[config.mk]
export PLATFORM = sky130hd
export DESIGN_NAME = pueo_mode1_cmdproc
export DESIGN_NICKNAME = d
export VERILOG_FILES = /design/src/rtl/pueo_cmdproc_pkg.sv /design/src/rtl/pueo_sat_counter.sv /design/src/rtl/pueo_mode1_cmdproc.sv
export SDC_FILE = /design/constraint.sdc
export NUM_CORES = 1
export LEC_CHECK = 0
export BUFFER_PORTS_ARGS = -buffer_cell sky130_fd_sc_hd__buf_2
export CAP_MARGIN = 20
export CORE_MARGIN = 2
export CORE_UTILIZATION = 53
export CTS_BUF_LIST = sky130_fd_sc_hd__clkbuf_8
export DETAILED_ROUTE_END_ITERATION = 16
export GPL_ROUTABILITY_DRIVEN = 0
export GPL_TIMING_DRIVEN = 0
export PLACE_DENSITY_LB_ADDON = 0.25
export SYNTH_ARGS = -nofsm -noshare
export SYNTH_HDL_FRONTEND = slang
export SYNTH_SLANG_ARGS = --single-unit
[constraint.sdc]
create_clock -name sysclk_i -period 6.84 [get_ports sysclk_i]
set_input_delay 0.342 -clock sysclk_i [delete_from_list [all_inputs] [get_ports sysclk_i]]
set_output_delay 0.342 -clock sysclk_i [all_outputs]
set_load 0.01 [all_outputs]
[src/rtl/pueo_cmdproc_pkg.sv]
// Shared constants and FSM state type for the PUEO mode1 command processor.
package pueo_cmdproc_pkg;

  localparam logic [7:0] OP_WRITE = 8'h01;
  localparam int         PKT_LEN  = 9;

  typedef enum logic [1:0] {
    IDLE    = 2'd0,
    COLLECT = 2'd1,
    DISCARD = 2'd2
  } state_t;

endpackage

[src/rtl/pueo_sat_counter.sv]
// Saturating up-counter with synchronous clear and async active-low reset.
module pueo_sat_counter #(
  parameter int WIDTH = 16
) (
  input  logic             clk,
  input  logic             rst_n,
  input  logic             clr,
  input  logic             inc,
  output logic [WIDTH-1:0] count
);

  always_ff @(posedge clk or negedge rst_n) begin
    if (!rst_n) begin
      count <= '0;
    end else if (clr) begin
      count <= '0;
    end else if (inc && (count != {WIDTH{1'b1}})) begin
      count <= count + 1'b1;
    end
  end

endmodule

[src/rtl/pueo_mode1_cmdproc.sv]
// Mode1 command packet parser: 9-byte WRITE packets become register-write requests.
// Packet/error statistics counters are built only when PUEO_CMDPROC_STATS_EN is defined.
module pueo_mode1_cmdproc #(
  parameter int TIMEOUT_CYCLES = 1023
) (
  input  logic        sysclk_i,
  input  logic        sysrst_n_i,
  input  logic        cmd_rst_i,
  input  logic [7:0]  cmd_tdata_i,
  input  logic        cmd_tvalid_i,
  input  logic        cmd_tlast_i,
  output logic        req_valid_o,
  output logic [23:0] req_addr_o,
  output logic [31:0] req_data_o,
  input  logic        req_ready_i,
  output logic        err_o,
  output logic [15:0] cnt_good_o,
  output logic [15:0] cnt_err_o
);

  import pueo_cmdproc_pkg::*;

  localparam int            TW   = $clog2(TIMEOUT_CYCLES + 1);
  localparam logic [TW-1:0] TLIM = TW'(TIMEOUT_CYCLES - 1);
  localparam logic [3:0]    LAST = 4'(PKT_LEN - 1);

  state_t        state, state_next;
  logic [3:0]    idx, idx_next;
  logic [7:0]    sum, sum_next, sum_final;
  logic [63:0]   sh, sh_next;
  logic [TW-1:0] timer, timer_next;
  logic          err_next, load_req, busy;

  // A pending request that is not being accepted this cycle blocks a new load.
  assign busy = req_valid_o && !req_ready_i;

  always_comb begin
    state_next = state;
    idx_next   = idx;
    sum_next   = sum;
    sh_next    = sh;
    timer_next = timer;
    err_next   = 1'b0;
    load_req   = 1'b0;
    sum_final  = sum + cmd_tdata_i;

    if (cmd_rst_i) begin
      state_next = IDLE;
      idx_next   = '0;
      sum_next   = '0;
      timer_next = '0;
    end else begin
      case (state)
        IDLE: begin
          if (cmd_tvalid_i) begin
            timer_next = '0;
            sh_next    = {sh[55:0], cmd_tdata_i};
            if (cmd_tlast_i) begin
              err_next = 1'b1;
            end else begin
              idx_next   = 4'd1;
              sum_next   = cmd_tdata_i;
              state_next = COLLECT;
            end
          end
        end

        COLLECT: begin
          if (cmd_tvalid_i) begin
            timer_next = '0;
            if (idx == LAST) begin
              // Checksum byte: opcode/addr/data already sit in sh, it is not shifted in.
              idx_next   = '0;
              sum_next   = '0;
              state_next = IDLE;
              if (!cmd_tlast_i) begin
                err_next   = 1'b1;
                state_next = DISCARD;
              end else if ((sum_final != 8'h00) || (sh[63:56] != OP_WRITE) || busy) begin
                err_next = 1'b1;
              end else begin
                load_req = 1'b1;
              end
            end else if (cmd_tlast_i) begin
              err_next   = 1'b1;
              idx_next   = '0;
              sum_next   = '0;
              state_next = IDLE;
            end else begin
              sh_next  = {sh[55:0], cmd_tdata_i};
              sum_next = sum_final;
              idx_next = idx + 4'd1;
            end
          end else if (timer == TLIM) begin
            err_next   = 1'b1;
            idx_next   = '0;
            sum_next   = '0;
            timer_next = '0;
            state_next = IDLE;
          end else begin
            timer_next = timer + 1'b1;
          end
        end

        DISCARD: begin
          if (cmd_tvalid_i && cmd_tlast_i) begin
            state_next = IDLE;
          end
        end

        default: state_next = IDLE;
      endcase
    end
  end

  always_ff @(posedge sysclk_i or negedge sysrst_n_i) begin
    if (!sysrst_n_i) begin
      state <= IDLE;
      idx   <= '0;
      sum   <= '0;
      sh    <= '0;
      timer <= '0;
      err_o <= 1'b0;
    end else begin
      state <= state_next;
      idx   <= idx_next;
      sum   <= sum_next;
      sh    <= sh_next;
      timer <= timer_next;
      err_o <= err_next;
    end
  end

  // A load in the same cycle as an acceptance wins, so back-to-back requests chain.
  always_ff @(posedge sysclk_i or negedge sysrst_n_i) begin
    if (!sysrst_n_i) begin
      req_valid_o <= 1'b0;
      req_addr_o  <= '0;
      req_data_o  <= '0;
    end else if (cmd_rst_i) begin
      req_valid_o <= 1'b0;
    end else if (load_req) begin
      req_valid_o <= 1'b1;
      req_addr_o  <= sh[55:32];
      req_data_o  <= sh[31:0];
    end else if (req_valid_o && req_ready_i) begin
      req_valid_o <= 1'b0;
    end
  end

`ifdef PUEO_CMDPROC_STATS_EN
  pueo_sat_counter #(.WIDTH(16)) u_cnt_good (
    .clk   (sysclk_i),
    .rst_n (sysrst_n_i),
    .clr   (1'b0),
    .inc   (load_req),
    .count (cnt_good_o)
  );

  pueo_sat_counter #(.WIDTH(16)) u_cnt_err (
    .clk   (sysclk_i),
    .rst_n (sysrst_n_i),
    .clr   (1'b0),
    .inc   (err_next),
    .count (cnt_err_o)
  );
`else
  assign cnt_good_o = 16'h0000;
  assign cnt_err_o  = 16'h0000;
`endif

endmodule
==> impl_summary.md <==
STA
Setup repair after global routing left no endpoint under its margin. The worst path uses 43.0% of the clock period. The setup TNS after final layout is 0 ps. After layout, the worst setup slack is 3900 ps. Clock skew on the completed layout was measured at 11.3 ps.

The number of hold-slack violations in the final timing report came to 0. The count of final setup violators is 0. In this run the tightest slew margin relative to its limit is 33.6%. The pin slew with the least headroom to its limit is 988 ps.

The final period demand of the worst path is 2940 ps. The number of pins exceeding their max-slew limit in the final report was 0. The maximum clock rate is 340 MHz.

Die
For this configuration, the core starts out at a cell density of 54.1%. The vertical extent of the die is 114 um. The number of placement rows is 40. The overall die width is 114 um. 104 I/O pins were placed.

In this run the standard cell core region covers 12000 sq um. The die footprint is 13100 sq um.

Synth
Yosys mapped a number of flops with a built-in enable equal to 0. Sequential elements use 56.5% of the synthesized area. Yosys attributes the largest share of cell area to sky130_fd_sc_hd__dfrtp_1, sky130_fd_sc_hd__mux2_2, sky130_fd_sc_hd__mux2_4, sky130_fd_sc_hd__buf_4, sky130_fd_sc_hd__ha_1.

The instance count of the mapped netlist is 477. The post-synthesis cell type count is 46. Of the post-synthesis cell area, the dominant cell type holds 56.5%. The yosys synthesis warning count is 0.

The cell taking the most area after synthesis is sky130_fd_sc_hd__dfrtp_1. The mean cell area of the mapped netlist is 13.6 sq um. The prevailing post-synth register cell is sky130_fd_sc_hd__dfrtp_1.

The synthesized design contains 146 register bits. In the synthesized netlist the async set-or-reset flop fraction comes to 100%. The cell area that synthesis handed to floorplanning was 6470 sq um.

Clocking
After clock tree synthesis, the clock-pin slew on the worst setup and hold paths is 80 ps. The CTS sink count is 146. The total CTS buffers is 17. The root buffer cell chosen for the clock tree is sky130_fd_sc_hd__clkbuf_8. The clock tree buffer depth is 2. The H-tree was split into 4 levels.

At the later pin of the worst-skew pair, clock insertion delay measures 450 ps. The CTS tree is done.

Cells and area
The sequential standard cell area is 3650 sq um. After the last flow step, the layout net total stands at 625. Compared with the post-synthesis result, the final layout area differs by 16.6%. The most common library cell in the layout ignoring fill and taps is sky130_fd_sc_hd__dfrtp_1. The top cell types in the final layout, fill and taps aside, are sky130_fd_sc_hd__dfrtp_1, sky130_fd_sc_hd__mux2_2, sky130_fd_sc_hd__buf_2. The number of filler instances in the final layout is 949. Summing all multi-input logic gate instances after layout gives 2580 sq um. The antenna diode count is 0. The ratio of cells with drive above 1 in the final layout is 43.0%.

Global route
Entering global routing, the biggest net connects 90 pins. The number of global-route vias before repair is 3931. The wire length of the first global-routing pass is 19300 um.

The number of antenna violations at the first check in global routing is 0. Global routing used 19.3% of the available tracks. The total overflow left after global routing is 0.

Power
In this run the static leakage power is 3.91 nW. VDD sags by at most 0.151 mV. Dividing total power by cell area gives a power density of 278 nW/um^2.

Setup path
STA puts the critical path data arrival time at 3270 ps. The worst setup path is captured at a flop. For flop-to-flop paths, the worst setup slack is 3900 ps.

STA classifies the critical path startpoint as a flop. The worst stage delay on the critical path is 460 ps. The startpoint identified for the worst register-to-register timing path is sum[0].

The required time reported for the critical path endpoint is 7170 ps. The endpoint of the worst-slack reg-to-reg timing path is req_addr_o[2]. By startpoint and endpoint, the worst setup path is classified as reg -> reg.

The highest fanout seen on the critical path is 10. The signal on the critical path passes through ha_1, fa_1, nor2_1, nand3_1, or4_1, nor4_2, nand4_1, buf_4, buf_6, mux2_4. The worst reg2reg path depth is 10. The library cell contributing the largest single delay on the critical path is sky130_fd_sc_hd__fa_1.

Drt
Dividing the detail-routed via count by the number of cells gives 5.16. The count of vias placed by the detailed router is 3913. The remaining antenna violation count after routing is 0.

The number of DRC violations after detailed routing is 0. The overall routed net length is 11700 um. The iteration-0 DRC count of the detailed router is 177. The per-cell routed wire length is 15.4 um.

Before antenna repair, the detailed router went through 4 iterations.

Placed design
OpenSTA, run right after detailed placement, puts the worst setup slack at 3810 ps. Input and output buffers added on the ports amount to 70. Detailed placement finished with a half-perimeter wire length of 8480 um.

Job
The tool flagged a number of max-cap violations equal to 0.

Worst hold path
The capture endpoint of the worst hold path is sh[4]. The tightest min-delay check is of the in -> reg type. The start point of the worst hold path is cmd_tdata_i[4].

The cell depth of the worst min-delay path is 2.

Outcome
The flow ran to the end, and the final reports show no timing, DRC or antenna violations.
[report_power, final]
part | switching, mW | internal (mW) | leakage, nW
Sequential | 0.132 | 1.03 | 1.90
Combinational | 0.126 | 0.177 | 1.81
Clock | 0.315 | 0.319 | 0.190
Total | 0.574 | 1.53 | 3.91
[worst max path at each step]
stage               cells past startpoint           start  slack, ps            end
floorplan                               9          sum[0]       4180  req_addr_o[0]
global placement                        1      sysrst_n_i       3480       timer[3]
detailed placement                     11  cmd_tdata_i[0]       3810  req_addr_o[2]
CTS                                    10          sum[0]       3900  req_addr_o[2]
global route                           10          sum[0]       3780  req_addr_o[9]
finish                                 10          sum[0]       3900  req_addr_o[2]
[routing by layer]
metal	GRT usage (%)	vias up	share of wire (%)
met2	30.5	81	49
met5	0	-	0
met1	25.7	1954	45
met3	4.39	14	4.1
li1	-	1864	-
met4	8.29	0	1.7
[critical path: cells and delay by family (launching register included)]
| family | cells | cell delay [ps] |
|---|---|---|
| fa+ha+maj | 2 | 670 |
| buf+inv | 2 | 410 |
| flops | 1 | 400 |
| mux | 1 | 300 |
| simple gates | 5 | 1030 |
[Yosys cell counts (4+ instances only)]
cell                       number
sky130_fd_sc_hd__o21ai_0       10
sky130_fd_sc_hd__xor2_1        12
sky130_fd_sc_hd__clkbuf_1      12
sky130_fd_sc_hd__nand2_1       21
sky130_fd_sc_hd__and3_1         4
sky130_fd_sc_hd__mux2_2        91
sky130_fd_sc_hd__o31ai_1        4
sky130_fd_sc_hd__inv_1          4
sky130_fd_sc_hd__dfrtp_1      146
sky130_fd_sc_hd__nor2_1        28
sky130_fd_sc_hd__a21oi_1        8
sky130_fd_sc_hd__nand4_1        5
sky130_fd_sc_hd__a221oi_1       4
sky130_fd_sc_hd__mux2_4        29
sky130_fd_sc_hd__ha_1          11
sky130_fd_sc_hd__buf_4         33
sky130_fd_sc_hd__nor3_1         4
sky130_fd_sc_hd__nand3_1        6
[flip-flops by register name (all words and copies together), names as in the netlist]
register,count
req_data_o,32
state,2
idx,4
req_valid_o,1
timer,10
sh,64
err_o,1
sum,8
req_addr_o,24
[cells by family after synthesis]
| kind of cell | after synthesis | synth area share [%] |
|---|---|---|
| buffers and inverters | 54 | 5.44 |
| muxes | 120 | 22.6 |
| and+or+nand+nor | 90 | 6.93 |
| other | 1 | 0.0580 |
| DFF | 146 | 56.5 |
| xor gates and xnor gates | 15 | 2.03 |
| adders and majority gates | 12 | 2.44 |
| AOI/OAI and AO/OA | 39 | 4.04 |
[cell type report]
type / count / share of cell area, %
buffer: 50 / 4.46
clock buffer: 17 / 3.10
clock inverter: 15 / 1.91
inverter: 4 / 0.199
multi-input combinational: 308 / 34.2
sequential: 146 / 48.5
tap: 147 / 2.44
timing repair buffer: 72 / 5.23
[stage by stage]
step                      total power [mW]  instance area [sq um]  hold WS [ps]  util (%)  instances
after global placement                1.47                   7120           453      59.5        725
after detailed placement              1.49                   7150           344      59.8        726
after floorplan                       1.37                   6580          46.4         -        508
final                                 2.10                   7540           179      63.0        759
after global routing                  2.22                   7540           149      63.0        759
after CTS                             2.12                   7540           154      63.0        759
[timing repair]
item | 4_1_cts | 5_1_grt
endpoints found under the setup margin | 0 | 0
hold buffers | 1 | 0
setup buffers | 0 | 0
gates resized for setup | 0 | 0
endpoints found under the hold margin | 57 | 0
Power figures use the tool's default switching activity.
